==> src/rtl/alu_seq_pkg.sv <==
// rtl/alu_seq_pkg.sv - shared types and constants for the sequential ALU
//
// Purpose: opcode and FSM state enums, default datapath width and the bit
//          positions of the registered flag vector used by alu_seq.
// Ports:   none (package).
package alu_seq_pkg;

   localparam int ALU_WIDTH_DEF = 16;

   typedef enum logic [2:0] {
      ALU_ADD = 3'd0,
      ALU_SUB = 3'd1,
      ALU_AND = 3'd2,
      ALU_OR  = 3'd3,
      ALU_XOR = 3'd4,
      ALU_SLL = 3'd5,
      ALU_SRL = 3'd6,
      ALU_MUL = 3'd7
   } alu_op_e;

   typedef enum logic [1:0] {
      S_IDLE = 2'd0,
      S_BUSY = 2'd1,
      S_DONE = 2'd2
   } alu_state_e;

   // Flags are kept in one registered vector so they always update together.
   localparam int FLAG_EQUAL    = 0;
   localparam int FLAG_CARRY    = 1;
   localparam int FLAG_OVERFLOW = 2;
   localparam int FLAG_W        = 3;

endpackage

==> src/rtl/alu_mul_seq.sv <==
// rtl/alu_mul_seq.sv - iterative unsigned shift-add multiplier
//
// Purpose: multiplies a by b, one partial product per clock, WIDTH iterations.
// Ports:   clk, reset_n   clock and asynchronous active-low reset
//          start          load operands and begin iterating
//          a, b           multiplicand and multiplier (sampled on start)
//          done           high during the last iteration
//          product        full 2*WIDTH product, valid while done is high
module alu_mul_seq #(
   parameter int WIDTH = 16
) (
   input  logic               clk,
   input  logic               reset_n,
   input  logic               start,
   input  logic [WIDTH-1:0]   a,
   input  logic [WIDTH-1:0]   b,
   output logic               done,
   output logic [2*WIDTH-1:0] product
);

   localparam int CW = $clog2(WIDTH);

   logic               running;
   logic [CW-1:0]      count;
   logic [2*WIDTH-1:0] acc;
   logic [2*WIDTH-1:0] mcand;
   logic [WIDTH-1:0]   mplier;
   logic [2*WIDTH-1:0] sum;

   // The product is taken from the adder output so the final partial product
   // is included in the same cycle that done is raised.
   assign sum     = acc + (mplier[0] ? mcand : '0);
   assign product = sum;
   assign done    = running & (count == CW'(WIDTH - 1));

   always_ff @(posedge clk or negedge reset_n) begin
      if (!reset_n) begin
         running <= 1'b0;
         count   <= '0;
         acc     <= '0;
         mcand   <= '0;
         mplier  <= '0;
      end else if (start) begin
         running <= 1'b1;
         count   <= '0;
         acc     <= '0;
         mcand   <= {{WIDTH{1'b0}}, a};
         mplier  <= b;
      end else if (running) begin
         acc     <= sum;
         mcand   <= mcand << 1;
         mplier  <= mplier >> 1;
         count   <= count + 1'b1;
         if (done) begin
            running <= 1'b0;
         end
      end
   end

endmodule

==> src/rtl/alu_seq.sv <==
// rtl/alu_seq.sv - handshaked ALU with registered result, flags and iterative multiply
//
// Purpose: accepts one operation per valid/ready handshake, registers the
//          result and flags, and holds them until the consumer takes them.
// Ports:   clk, reset_n          clock and asynchronous active-low reset
//          in_valid, in_ready    operation handshake
//          op, inputa, inputb    opcode and operands (inputb = shift amount)
//          out_valid, out_ready  result handshake
//          out                   registered result
//          zero                  out == 0
//          equal, carry, overflow registered flags
module alu_seq
   import alu_seq_pkg::*;
#(
   parameter int WIDTH = ALU_WIDTH_DEF
) (
   input  logic             clk,
   input  logic             reset_n,
   input  logic             in_valid,
   output logic             in_ready,
   input  logic [2:0]       op,
   input  logic [WIDTH-1:0] inputa,
   input  logic [WIDTH-1:0] inputb,
   output logic             out_valid,
   input  logic             out_ready,
   output logic [WIDTH-1:0] out,
   output logic             zero,
   output logic             equal,
   output logic             carry,
   output logic             overflow
);

   localparam int SHW = $clog2(WIDTH);

   alu_state_e         state, state_nx;
   logic               accept;
   logic               is_mul;
   logic               start_mul;
   logic               load_alu;
   logic               load_mul;
   logic               mul_done;
   logic [2*WIDTH-1:0] mul_product;

   logic [WIDTH:0]     add_w;
   logic [WIDTH:0]     sub_w;
   logic               shift_oob;
   logic [WIDTH-1:0]   alu_res;
   logic [FLAG_W-1:0]  alu_flags;
   logic [FLAG_W-1:0]  mul_flags;

   logic [WIDTH-1:0]   out_r;
   logic [FLAG_W-1:0]  flags_r;
   logic               eq_pend;

   // Handshake: the only input-to-output combinational path is out_ready -> in_ready.
   assign in_ready  = (state == S_IDLE) | ((state == S_DONE) & out_ready);
   assign out_valid = (state == S_DONE);
   assign accept    = in_valid & in_ready;
   assign is_mul    = (op == ALU_MUL);
   assign start_mul = accept & is_mul;
   assign load_alu  = accept & ~is_mul;
   assign load_mul  = (state == S_BUSY) & mul_done;

   alu_mul_seq #(
      .WIDTH (WIDTH)
   ) u_mul (
      .clk     (clk),
      .reset_n (reset_n),
      .start   (start_mul),
      .a       (inputa),
      .b       (inputb),
      .done    (mul_done),
      .product (mul_product)
   );

   // Single-cycle datapath for ops 0-6.
   always_comb begin
      add_w     = {1'b0, inputa} + {1'b0, inputb};
      sub_w     = {1'b0, inputa} - {1'b0, inputb};
      // Any set bit above the shift field means the amount is >= WIDTH.
      shift_oob = |inputb[WIDTH-1:SHW];
      alu_res   = '0;
      alu_flags = '0;
      alu_flags[FLAG_EQUAL] = (inputa == inputb);
      case (alu_op_e'(op))
         ALU_ADD: begin
            alu_res                  = add_w[WIDTH-1:0];
            alu_flags[FLAG_CARRY]    = add_w[WIDTH];
            alu_flags[FLAG_OVERFLOW] = (inputa[WIDTH-1] == inputb[WIDTH-1]) &
                                       (add_w[WIDTH-1] != inputa[WIDTH-1]);
         end
         ALU_SUB: begin
            alu_res                  = sub_w[WIDTH-1:0];
            alu_flags[FLAG_CARRY]    = sub_w[WIDTH];
            alu_flags[FLAG_OVERFLOW] = (inputa[WIDTH-1] != inputb[WIDTH-1]) &
                                       (sub_w[WIDTH-1] != inputa[WIDTH-1]);
         end
         ALU_AND: alu_res = inputa & inputb;
         ALU_OR:  alu_res = inputa | inputb;
         ALU_XOR: alu_res = inputa ^ inputb;
         ALU_SLL: alu_res = shift_oob ? '0 : (inputa << inputb[SHW-1:0]);
         ALU_SRL: alu_res = shift_oob ? '0 : (inputa >> inputb[SHW-1:0]);
         default: alu_res = '0;
      endcase
   end

   // EQUAL for a multiply was sampled at accept; CARRY flags a nonzero high half.
   always_comb begin
      mul_flags                = '0;
      mul_flags[FLAG_EQUAL]    = eq_pend;
      mul_flags[FLAG_CARRY]    = |mul_product[2*WIDTH-1:WIDTH];
   end

   always_comb begin
      state_nx = state;
      case (state)
         S_IDLE: begin
            if (in_valid) begin
               state_nx = is_mul ? S_BUSY : S_DONE;
            end
         end
         S_BUSY: begin
            if (mul_done) begin
               state_nx = S_DONE;
            end
         end
         S_DONE: begin
            if (out_ready) begin
               if (in_valid) begin
                  state_nx = is_mul ? S_BUSY : S_DONE;
               end else begin
                  state_nx = S_IDLE;
               end
            end
         end
         default: state_nx = S_IDLE;
      endcase
   end

   always_ff @(posedge clk or negedge reset_n) begin
      if (!reset_n) begin
         state <= S_IDLE;
      end else begin
         state <= state_nx;
      end
   end

   always_ff @(posedge clk or negedge reset_n) begin
      if (!reset_n) begin
         out_r   <= '0;
         flags_r <= '0;
         eq_pend <= 1'b0;
      end else begin
         if (start_mul) begin
            eq_pend <= alu_flags[FLAG_EQUAL];
         end
         if (load_alu) begin
            out_r   <= alu_res;
            flags_r <= alu_flags;
         end else if (load_mul) begin
            out_r   <= mul_product[WIDTH-1:0];
            flags_r <= mul_flags;
         end
      end
   end

   assign out      = out_r;
   assign zero     = (out_r == '0);
   assign equal    = flags_r[FLAG_EQUAL];
   assign carry    = flags_r[FLAG_CARRY];
   assign overflow = flags_r[FLAG_OVERFLOW];

endmodule

==> config.mk <==
export PLATFORM = sky130hd
export DESIGN_NAME = alu_seq
export DESIGN_NICKNAME = d
export VERILOG_FILES = /design/src/rtl/alu_seq_pkg.sv /design/src/rtl/alu_mul_seq.sv /design/src/rtl/alu_seq.sv
export SDC_FILE = /design/constraint.sdc
export NUM_CORES = 1
export LEC_CHECK = 0
export ABC_AREA = 1
export CAP_MARGIN = 20
export CORE_ASPECT_RATIO = 0.7
export CORE_MARGIN = 2
export CORE_UTILIZATION = 25
export DETAILED_ROUTE_END_ITERATION = 6
export PLACE_DENSITY = 0.45
export SLEW_MARGIN = 5
export SYNTH_ARGS = -nofsm -noshare
export SYNTH_HDL_FRONTEND = slang
export SYNTH_SLANG_ARGS = --single-unit
==> constraint.sdc <==
create_clock -name clk -period 2.32 [get_ports clk]
set_clock_uncertainty 0.05 [all_clocks]
set_input_delay 0.464 -clock clk [delete_from_list [all_inputs] [get_ports clk]]
set_output_delay 0.464 -clock clk [all_outputs]
set_load 0.05 [all_outputs]
### Word level (Yosys, flattened, before mapping)

Index checks and enable logic that the tools add are counted.

| word-level totals | value |
|---|---|
| flip-flop bits (word level) | 107 |
| logic and storage cells | 80 |
| output and inout port bits | 22 |

| operators by class | value |
|---|---|
| shifts and indexed selects | 2 |
| multiplexer cells | 26 |
| $add $sub $neg | 4 |
| equality and inequality tests | 18 |
| bitwise gates (word level) | 13 |
| reduce and logical (&&, ||, !) cells | 8 |

Operators by type and width:

| operator | count |
|---|---|
| $mux W32 | 5 |
| $pmux W16 S7 | 1 |
| $mux W16 | 6 |
| $add A32 B32 Y32 | 1 |
| $add A16 B16 Y17 | 1 |
| $sub A16 B16 Y17 | 1 |
| $and A16 B16 Y16 | 1 |
| $eq A16 B16 Y1 | 1 |
| $logic_not A16 Y1 | 1 |
| $or A16 B16 Y16 | 1 |
| $reduce_or A16 Y1 | 1 |
| $shl A16 B4 Y16 | 1 |
| $shr A16 B4 Y16 | 1 |
| $xor A16 B16 Y16 | 1 |
| $eq A3 B3 Y1 const B | 4 |
| $reduce_or A12 Y1 | 1 |
| $mux W2 | 5 |
| $and A1 B1 Y1 | 8 |
| $mux W4 | 2 |
| $eq A3 B2 Y1 const B | 2 |
| $mux W3 | 2 |
| $pmux W2 S3 | 1 |
| $add A4 B1 Y4 const B | 1 |
| $eq A4 B4 Y1 const B | 1 |
| other kinds (15) | 21 |

### Depth between registers and ports, before layout

Gate-level depths: netlist (run 1).

| depth | value |
|---|---|
| word-level depth | 6 |
| mapped depth | 22 |

### Modules after synthesis

Synthesis (run 1) repeated with hierarchy kept, for this count alone.

| unflattened totals | value |
|---|---|
| cells, all modules | 1879 |
| area total of the unflattened synthesis | 11275.8 um2 |

Modules (own cells, without submodules):

| module | seq. area each (um2) | times used | cells each | area each (um2) |
|---|---|---|---|---|
| alu_mul_seq | 2127.0 | 1 | 911 | 6057.1 |
| alu_seq | 550.5 | 1 | 968 | 5218.8 |

### Least setup slack after synthesis (run 1)

Ideal clock, no wire load.

| timing path | value |
|---|---|
| kind | register to output |
| start | register out_r[5], in the netlist out[5] |
| end | output port zero |
| path slack | -0.250 ns |
| data required time | 1.806 ns |
| stages on the path, launching flop included | 4 |
| arrival time | 2.056 ns |
| cell sequence | dfrtp_1 -> nor4_1 -> nand3_1 -> nor3_1 |

| between the ends | value |
|---|---|
| word-level cells in the longest chain between the ends | 1 |

RTL lines:

| item | RTL line | RTL |
|---|---|---|
| from (decl) | alu_seq.sv:51 | `logic [WIDTH-1:0] out_r;` |
| from (signal assigned) | alu_seq.sv:158 | `out_r <= alu_res;` |
| from (signal assigned) | alu_seq.sv:161 | `out_r <= mul_product[WIDTH-1:0];` |
| $logic_not A16 Y1 | alu_seq.sv:168 | `assign zero = (out_r == '0);` |
| to (decl) | alu_seq.sv:27 | `output logic zero,` |

Every way passes these cells.

### Worst setup path after layout (run 1)

| timing path | value |
|---|---|
| start | register u_mul.mplier[0] |
| end | register flags_r[1] |

| between the ends | value |
|---|---|
| word-level cells in the longest chain between the ends | 5 |

RTL lines:

| item | RTL line | RTL |
|---|---|---|
| from (decl) | alu_mul_seq.sv:27 | `logic [WIDTH-1:0] mplier;` |
| from (signal assigned) | alu_mul_seq.sv:52 | `mplier <= mplier >> 1;` |
| $mux W32 | alu_mul_seq.sv:32 | `assign sum = acc + (mplier[0] ? mcand : '0);` |
| $add A32 B32 Y32 | alu_mul_seq.sv:32 |  |
| $reduce_or A16 Y1 | alu_seq.sv:111 | `mul_flags[FLAG_CARRY] = \|mul_product[2*WIDTH-1:WIDTH];` |
| $mux W3 | alu_seq.sv:160 | `end else if (load_mul) begin` |
| $mux W3 | alu_seq.sv:157 | `if (load_alu) begin` |
| to (signal assigned) | alu_seq.sv:159 | `flags_r <= alu_flags;` |
| to (signal assigned) | alu_seq.sv:162 | `flags_r <= mul_flags;` |
| to (decl) | alu_seq.sv:52 | `logic [FLAG_W-1:0] flags_r;` |

Every way passes these cells. The select of a mux whose other input is x is not followed.
A chain may end at the register's enable or synchronous reset.

==> results of run 1 <==
## synth_stat cells, types with 4 or more instances
cell type / number / area, sq um
nor2_2: 7 / 43.8
nand4_1: 20 / 125
nand3_1: 88 / 440
a21oi_1: 88 / 440
a211oi_1: 4 / 30.0
inv_1: 279 / 1050
o22ai_1: 28 / 175
o21ai_0: 97 / 485
buf_2: 34 / 170
a22o_1: 14 / 123
mux2i_1: 6 / 60.1
a22oi_1: 7 / 52.6
clkbuf_1: 14 / 52.6
xnor2_1: 9 / 78.8
o21ai_1: 29 / 145
a221oi_1: 5 / 43.8
dfrtp_1: 107 / 2680
a31oi_1: 5 / 31.3
o21bai_1: 8 / 60.1
nand2_1: 496 / 1860
inv_2: 14 / 52.6
o221ai_1: 27 / 236
nand2_2: 7 / 43.8
o211ai_1: 17 / 128
ha_1: 82 / 1030
nor2_1: 89 / 334
or2_1: 6 / 37.5
nor4_1: 5 / 31.3
xor2_1: 9 / 78.8
nor3_1: 15 / 75.1
buf_4: 6 / 45.0
o2111ai_1: 5 / 43.8
nand3b_1: 6 / 45.0
## where the power goes
part | internal (uW) | switching [uW]
registers | 2540 | 553
logic | 3200 | 4070
clock network | 770 | 868
## how the worst max path moves through the flow
stage	startpoint	end	slack, ns
after floorplan	inputb[1]	out[11]$_DFFE_PN0P_	0.01
after global placement	inputb[0]	out[7]$_DFFE_PN0P_	-0.90
after detailed placement	inputb[1]	out[9]$_DFFE_PN0P_	-0.90
after CTS	u_mul.mplier[0]$_DFFE_PN0P_	flags_r[1]$_DFFE_PN0P_	-0.36
after global routing	u_mul.mplier[0]$_DFFE_PN0P_	flags_r[1]$_DFFE_PN0P_	-0.56
final	u_mul.mplier[0]$_DFFE_PN0P_	flags_r[1]$_DFFE_PN0P_	-0.39
## state kept, by name (all words and copies together) (netlist names)
name / flops
eq_pend: 1
flags_r: 3
out: 16
state: 2
u_mul.acc: 32
u_mul.count: 4
u_mul.mcand: 32
u_mul.mplier: 16
u_mul.running: 1
## stage by stage
stage                     setup WS [ns]  std cells  util, %  hold WS, ns
final                            -0.390       2672     40.2       0.0155
after global routing             -0.560       2672     40.2       0.0300
after CTS                        -0.362       2665     38.9       0.0357
after detailed placement         -0.901       2641     35.6        0.424
after global placement           -0.901       2641     35.6        0.420
after floorplan                  0.0128       1672        -        0.118
## area by class of cell
cell class                      count  area share, %
Multi-Input combinational cell   1211           47.5
Clock inverter                      7          0.486
Timing Repair Buffer              489           24.2
Tap cell                          552           4.06
Inverter                          297           6.60
Sequential cell                   107           15.8
Clock buffer                        9           1.33
## layer usage
| metal | wire, microns | vias to the layer above |
|---|---|---|
| met5 | 13 | - |
| met4 | 551 | 2 |
| met3 | 4680 | 32 |
| met2 | 18900 | 365 |
| met1 | 27700 | 6090 |
| li1 | - | 6334 |
## worst reg2reg max path: cells and delay by family, from the launching register on
kind / cells / cell delay (ns)
and+or+nand+nor: 14 / 1.43
adders and majority gates: 1 / 0.30
AOI/OAI and AO/OA: 1 / 0.06
DFF: 1 / 0.41
buffers and inverters: 3 / 0.34
## cell usage in the layout, fill, tap and decap left out, drive strengths merged, types with 6 or more instances in the layout
cell type	instances
o21ai	127
buf	433
xnor2	9
o21bai	8
clkdlybuf4s50	27
dlymetal6s2s	21
nand4	20
or2	8
nand3	91
nand3b	6
nand2	505
mux2i	6
a22oi	7
a22o	14
nor2	99
o221ai	27
inv	295
o211ai	17
dfrtp	107
ha	82
clkinv	8
nor3	16
clkbuf	12
o22ai	28
a21oi	93
xor2	9
## kinds of logic (layout without fill, tap and decap cells)
| family | count (synthesis) | count (layout) | synth area share, % |
|---|---|---|---|
| and+or+nand+nor | 753 | 753 | 29.6 |
| buffers and inverters | 354 | 802 | 13.2 |
| AOI/OAI and AO/OA | 349 | 349 | 19.9 |
| DFF | 107 | 107 | 25.0 |
| adders and majority gates | 85 | 85 | 10.2 |
| xor gates and xnor gates | 18 | 18 | 1.47 |
| muxes | 6 | 6 | 0.561 |
## repair_timing
item                                    CTS  global route
gates resized for setup                 258           166
endpoints found under the setup margin   44            89
gates cloned                              0             0
pin swaps                                29            34
buffers inserted                          8             7
==> metrics.txt, run 1 <==
Worst-path clk slew=0.08 ns; total power=12000 uW; GRT overflow=0; Initial Utilization=25.3%; grt met2 use=30.4%; H-Tree Depth=3; ys flop type=dfrtp_1; setup tns final=-1.99 ns; Crit. End Element=flop; max cap viols=0; largest fanout on the critical path=12; area delta synth->final=58.9%; vias=12823; Worst R2R End=flags_r[1]$_DFFE_PN0P_; Crit path arrival time=2.92 ns; first-pass GRT wire length=78100 microns; clk_lat worst skew=0.39 ns; die width=251 microns; initial antenna violation count=1; final period utilization=117%; Synth Cell Area=10700 sq um; FMAX=369 MHz; cell area after placement=15000 sq um; Critical Path Stages=19; Critical Path RT=2.53 ns; floorplan row count=63; total track usage=23.5%; ANT cells=0; Seq/Total Area, Yosys=25.0%; R2R Setup Slk=-0.39 ns; status=complete, but fails checks; reg2reg path depth=19; CTS root buffer=clkbuf_16; final setup vio count=20; Hold Buf Count CTS=0; Power Dens Cells=706 nW/um^2; met3 Use GR=7.91%; DP HPWL=43200 microns; VDD IR max=0.436 mV; CP max-delay cell=dfrtp_1; final RePlAce weighted congestion=0.971; chip height=177 microns; drt total wl=51800 microns; storage element area=2680 sq um; Setup Crit Path Kind=flop to flop; final slew viol count=0; post-route design area=17000 sq um; vias per std cell=4.80; syn_area_per_cell=6.40 sq um; largest net degree at the start of global routing=34; fillers=4464; Antenna Nets Post-Route=0; die area=44500 sq um; Pleak=0.00874 uW; CTS sink cnt=107; Synth Net Count=1796; crit path cell chain=buf_6, nand2_1, inv_1, ha_4, nand2_1, inv_1, nand2_1, nor2_1, nand2_1, nand3_2, nand3_2, nand2_1, nand2_1, nand2_1, nand2_1, nor2_2, nand3_2, nand2_1, a21oi_1; failing checks=negative setup slack; Largest stage delay, worst path=0.41 ns; worst path bufs/invs=3; IO buf count=60; DRT Pass-1 Iters=5; grt peak-use layer=met1; I/O pin count=61; endpoints failing hold=0; Hold Crit Class=input pin to asynchronous set/reset pin; area of the multi-input gates=8080 sq um; met1 Usage GRT=36.9%; Std-Cell Core Area=42300 sq um; Slew HR=54.2%; flops & latches, synth=107; reg2reg start=u_mul.mplier[0]$_DFFE_PN0P_; Post-synth EDFFs=0; vias in the first global route=12525; crit-path leading delay family=simple AND/OR/NAND/NOR gates; RSZ-0062 raised after global routing=true; Worst Tran Pin Value=0.683 ns; ys async rst share=100%; synth warn=0; CP Launch Type=flop; Final WS setup=-0.390 ns; Mapped Cells=1672; total CTS buffers=9; Final min period=2.71 ns; drt initial violations=1165; Avg WL per Cell=19.4 microns; layout cell share with drive strength beyond 1=37.1%; Total Nets Final=2239; CTS Buffer Depth=2; Top cell by count, worst path=nand2_1; CTS tree=done; synth unique cells=55; DR DRC count=0
Note: power is estimated with default switching activity, not from simulation.
==> inputs of run 2 (changes only) <==
Settings changed: PLACE_DENSITY 0.45 to 0.42.
==> run 2 against run 1 <==
Compared with the run above:
- the run still ends with negative setup slack left
- via count is 0.40% higher
- non-clock buffer count is 15 higher
- first-iteration DRC count is 2.3% lower
- cell area is 0.23% lower
- die area stayed put
- cell count is 0.56% higher
- clock power is 3% higher
- setup slack worse by 0.050 ns
- critical path depth stayed put
- power is 0.66% lower
- clock-buffer cell count is 1 higher
- critical path type unchanged
- highest routed layer is now met4
==> metrics.txt, run 2 (same netlist as run 1, synthesis figures left out) <==
vias=12874 (+0.40%); area delta synth->final=58.5%; Antenna Nets Post-Route=0 (unchanged); most common cell after layout, fill and taps aside=nand2_1; final period utilization=119% (+2.2 points); die area=44500 sq um (unchanged); total power=11900 uW (-0.66%); total track usage=23.7% (+0.18 points); final RePlAce weighted congestion=0.960 (-1.1%); CP Launch Type=flop; CTS sink cnt=107 (unchanged); Crit path arrival time=2.98 ns (+0.06 ns); endpoints failing hold=0 (unchanged); fillers=4515 (+1.1%); Setup Crit Path Kind=flop to flop; initial antenna violation count=1 (unchanged); status=complete, but fails checks; Combinational Power Share=59.9% (-0.7 points); first-pass GRT wire length=78600 microns (+0.66%); post-route design area=17000 sq um (-0.23%); CTS tree=done; Clk pwr share=14.2% (+0.6 points); chip height=177 microns (unchanged); floorplan row count=63 (unchanged); CTS root buffer=clkbuf_16; internal power=6550 uW (+0.51%); DR DRC count=0 (unchanged); I/O pin count=61 (unchanged); pre-CTS setup slack=-0.863 ns (+0.0387 ns); failing checks=negative setup slack; Initial Utilization=25.3% (unchanged); RSZ-0062 raised after global routing=true; cell area after placement=15100 sq um (+0.45%); Final WS setup=-0.440 ns (-0.0501 ns); GRT overflow=0 (unchanged); max cap viols=0 (unchanged); CTS Buffer Depth=2 (unchanged); die width=251 microns (unchanged); drt total wl=52600 microns (+1.4%); P_sw=5380 uW (-2.1%); final setup vio count=21 (+5.0%); vias in the first global route=12365 (-1.3%); drt initial violations=1138 (-2.3%); Slew HR=64.5% (+10 points); CP max-delay cell=dfrtp_1; worst hold margin=0.444 ns (+0.428 ns); crit path cell chain=buf_12, nand2_2, inv_2, ha_4, fa_2, nand3_2, nand3_4, buf_6, nand2_1, nand3_2, nand3_2, nand3_1, nand2_2, nand2_1, nor2_2, nand3_2, buf_4, nand2_1, a21oi_1; Hold Crit Class=flop to flop; total CTS buffers=9 (unchanged); commonest cells after routing, fill and taps aside=438 x nand2_1, 414 x buf_4, 242 x inv_1, 107 x dfrtp_1, 75 x nand3_1; Worst-path clk slew=0.08 ns (about the same); DRT Pass-1 Iters=5 (unchanged); DP HPWL=44000 microns (+1.8%); largest net degree at the start of global routing=45 (+32%); VDD IR max=0.351 mV (-19%); Crit. End Element=flop; Avg WL per Cell=19.6 microns (+0.82%); Top cell by count, worst path=nand3_2; IO buf count=60 (unchanged); largest fanout on the critical path=29 (+17); FMAX=362 MHz (-1.8%); Final min period=2.76 ns (+0.0501 ns); Largest regs=u_mul.acc (32), u_mul.mcand (32); sequential share of power=25.9% (about the same); clk_lat worst skew=0.38 ns (about the same); ANT cells=0 (unchanged); Net Sw Frac=45.1% (-0.64 points); vias per std cell=4.79 (-0.16%); Total Nets Final=2254 (+0.67%); Power Dens Cells=703 nW/um^2 (-0.43%); setup tns final=-2.64 ns (-0.651 ns); Largest stage delay, worst path=0.40 ns (about the same); Std-Cell Core Area=42300 sq um (unchanged); layout cell share with drive strength beyond 1=36.0% (-1.1 points); H-Tree Depth=3 (unchanged); Worst Tran Pin Value=0.530 ns (-0.153 ns); Pleak=0.00876 uW (+0.14%); Critical Path RT=2.54 ns (about the same); final slew viol count=0 (unchanged)
-- run 2: cell count changes in the layout (fill, tap and decap cells not counted), sizes merged --
cell	before	now
bufinv	0	1
clkbuf	12	14
dlygate4sd3	0	1
clkinv	8	4
dlygate4sd2	5	13
inv	295	297
buf	433	447
dlymetal6s2s	21	18
clkdlybuf4s50	27	21
-- run 2: final timing paths --
check	from	to	slack (ns)	cells past startpoint
worst max-delay path	u_mul.mplier[0]$_DFFE_PN0P_	flags_r[1]$_DFFE_PN0P_	-0.44	19
min in group asynchronous	reset_n	u_mul.acc[4]$_DFFE_PN0P_	0.50	2
worst max register to register	u_mul.mplier[0]$_DFFE_PN0P_	flags_r[1]$_DFFE_PN0P_	-0.44	19
worst min-delay path	u_mul.mcand[31]$_DFFE_PN0P_	u_mul.mcand[31]$_DFFE_PN0P_	0.44	2
worst min register to register	u_mul.mcand[31]$_DFFE_PN0P_	u_mul.mcand[31]$_DFFE_PN0P_	0.44	2
max in group asynchronous	reset_n	u_mul.acc[27]$_DFFE_PN0P_	0.90	4
-- run 2: critical path, delay by kind of cell, from the launching register on --
kind,cells,cell delay [ns]
DFF,1,0.40
and+or+nand+nor,12,1.11
AOI/OAI and AO/OA,1,0.06
buffers and inverters,4,0.52
adders and majority gates,2,0.51
-- run 2: stage by stage --
step | instances | utilization (%)
2_1_floorplan | 1672 | -
3_3_place_gp | 2650 | 35.7
3_5_place_dp | 2650 | 35.7
4_1_cts | 2676 | 38.7
5_1_grt | 2687 | 40.1
6_report | 2687 | 40.1
-- run 2: area by class of cell --
type | instances | area [sq um] | area share (%)
tap | 552 | 691 | 4.07
multi-input combinational | 1211 | 7930 | 46.8
sequential | 107 | 2680 | 15.8
clock buffer | 10 | 239 | 1.41
timing repair buffer | 504 | 4200 | 24.8
inverter | 297 | 1130 | 6.68
clock inverter | 6 | 81.3 | 0.480
-- run 2: routing by layer --
| layer | vias up | wire length, microns | global-route usage, % |
|---|---|---|---|
| met5 | - | 0 | 0 |
| met1 | 6133 | 29800 | 40.5 |
| met4 | 0 | 434 | 3.05 |
| met3 | 23 | 3090 | 2.78 |
| met2 | 349 | 19200 | 30.7 |
| li1 | 6369 | - | - |
-- run 2: power groups by stage --
stage / Clock, uW / Combinational (uW) / Sequential (uW)
2_1_floorplan: 0 / 2880 / 3300
6_report: 1690 / 7140 / 3090
5_1_grt: 1830 / 7700 / 3170
4_1_cts: 1750 / 6840 / 3080
3_5_place_dp: 0 / 6320 / 3040
3_3_place_gp: 0 / 6310 / 3020
-- run 2: timing repair --
action | in CTS | in global routing
buffers inserted | 8 | 11
pin swaps | 15 | 26
hold endpoints to repair | 24 | 0
cloned | 1 | 0
setup endpoints to repair | 44 | 43
hold buffers | 1 | 0
gates resized for setup | 216 | 178
==> inputs of run 3 (changes only) <==
Settings changed: ABC_CLOCK_PERIOD_IN_PS from default to 2320.
==> results of run 3 <==
The final DEF is identical to that of run 2; final timing and power are the same.
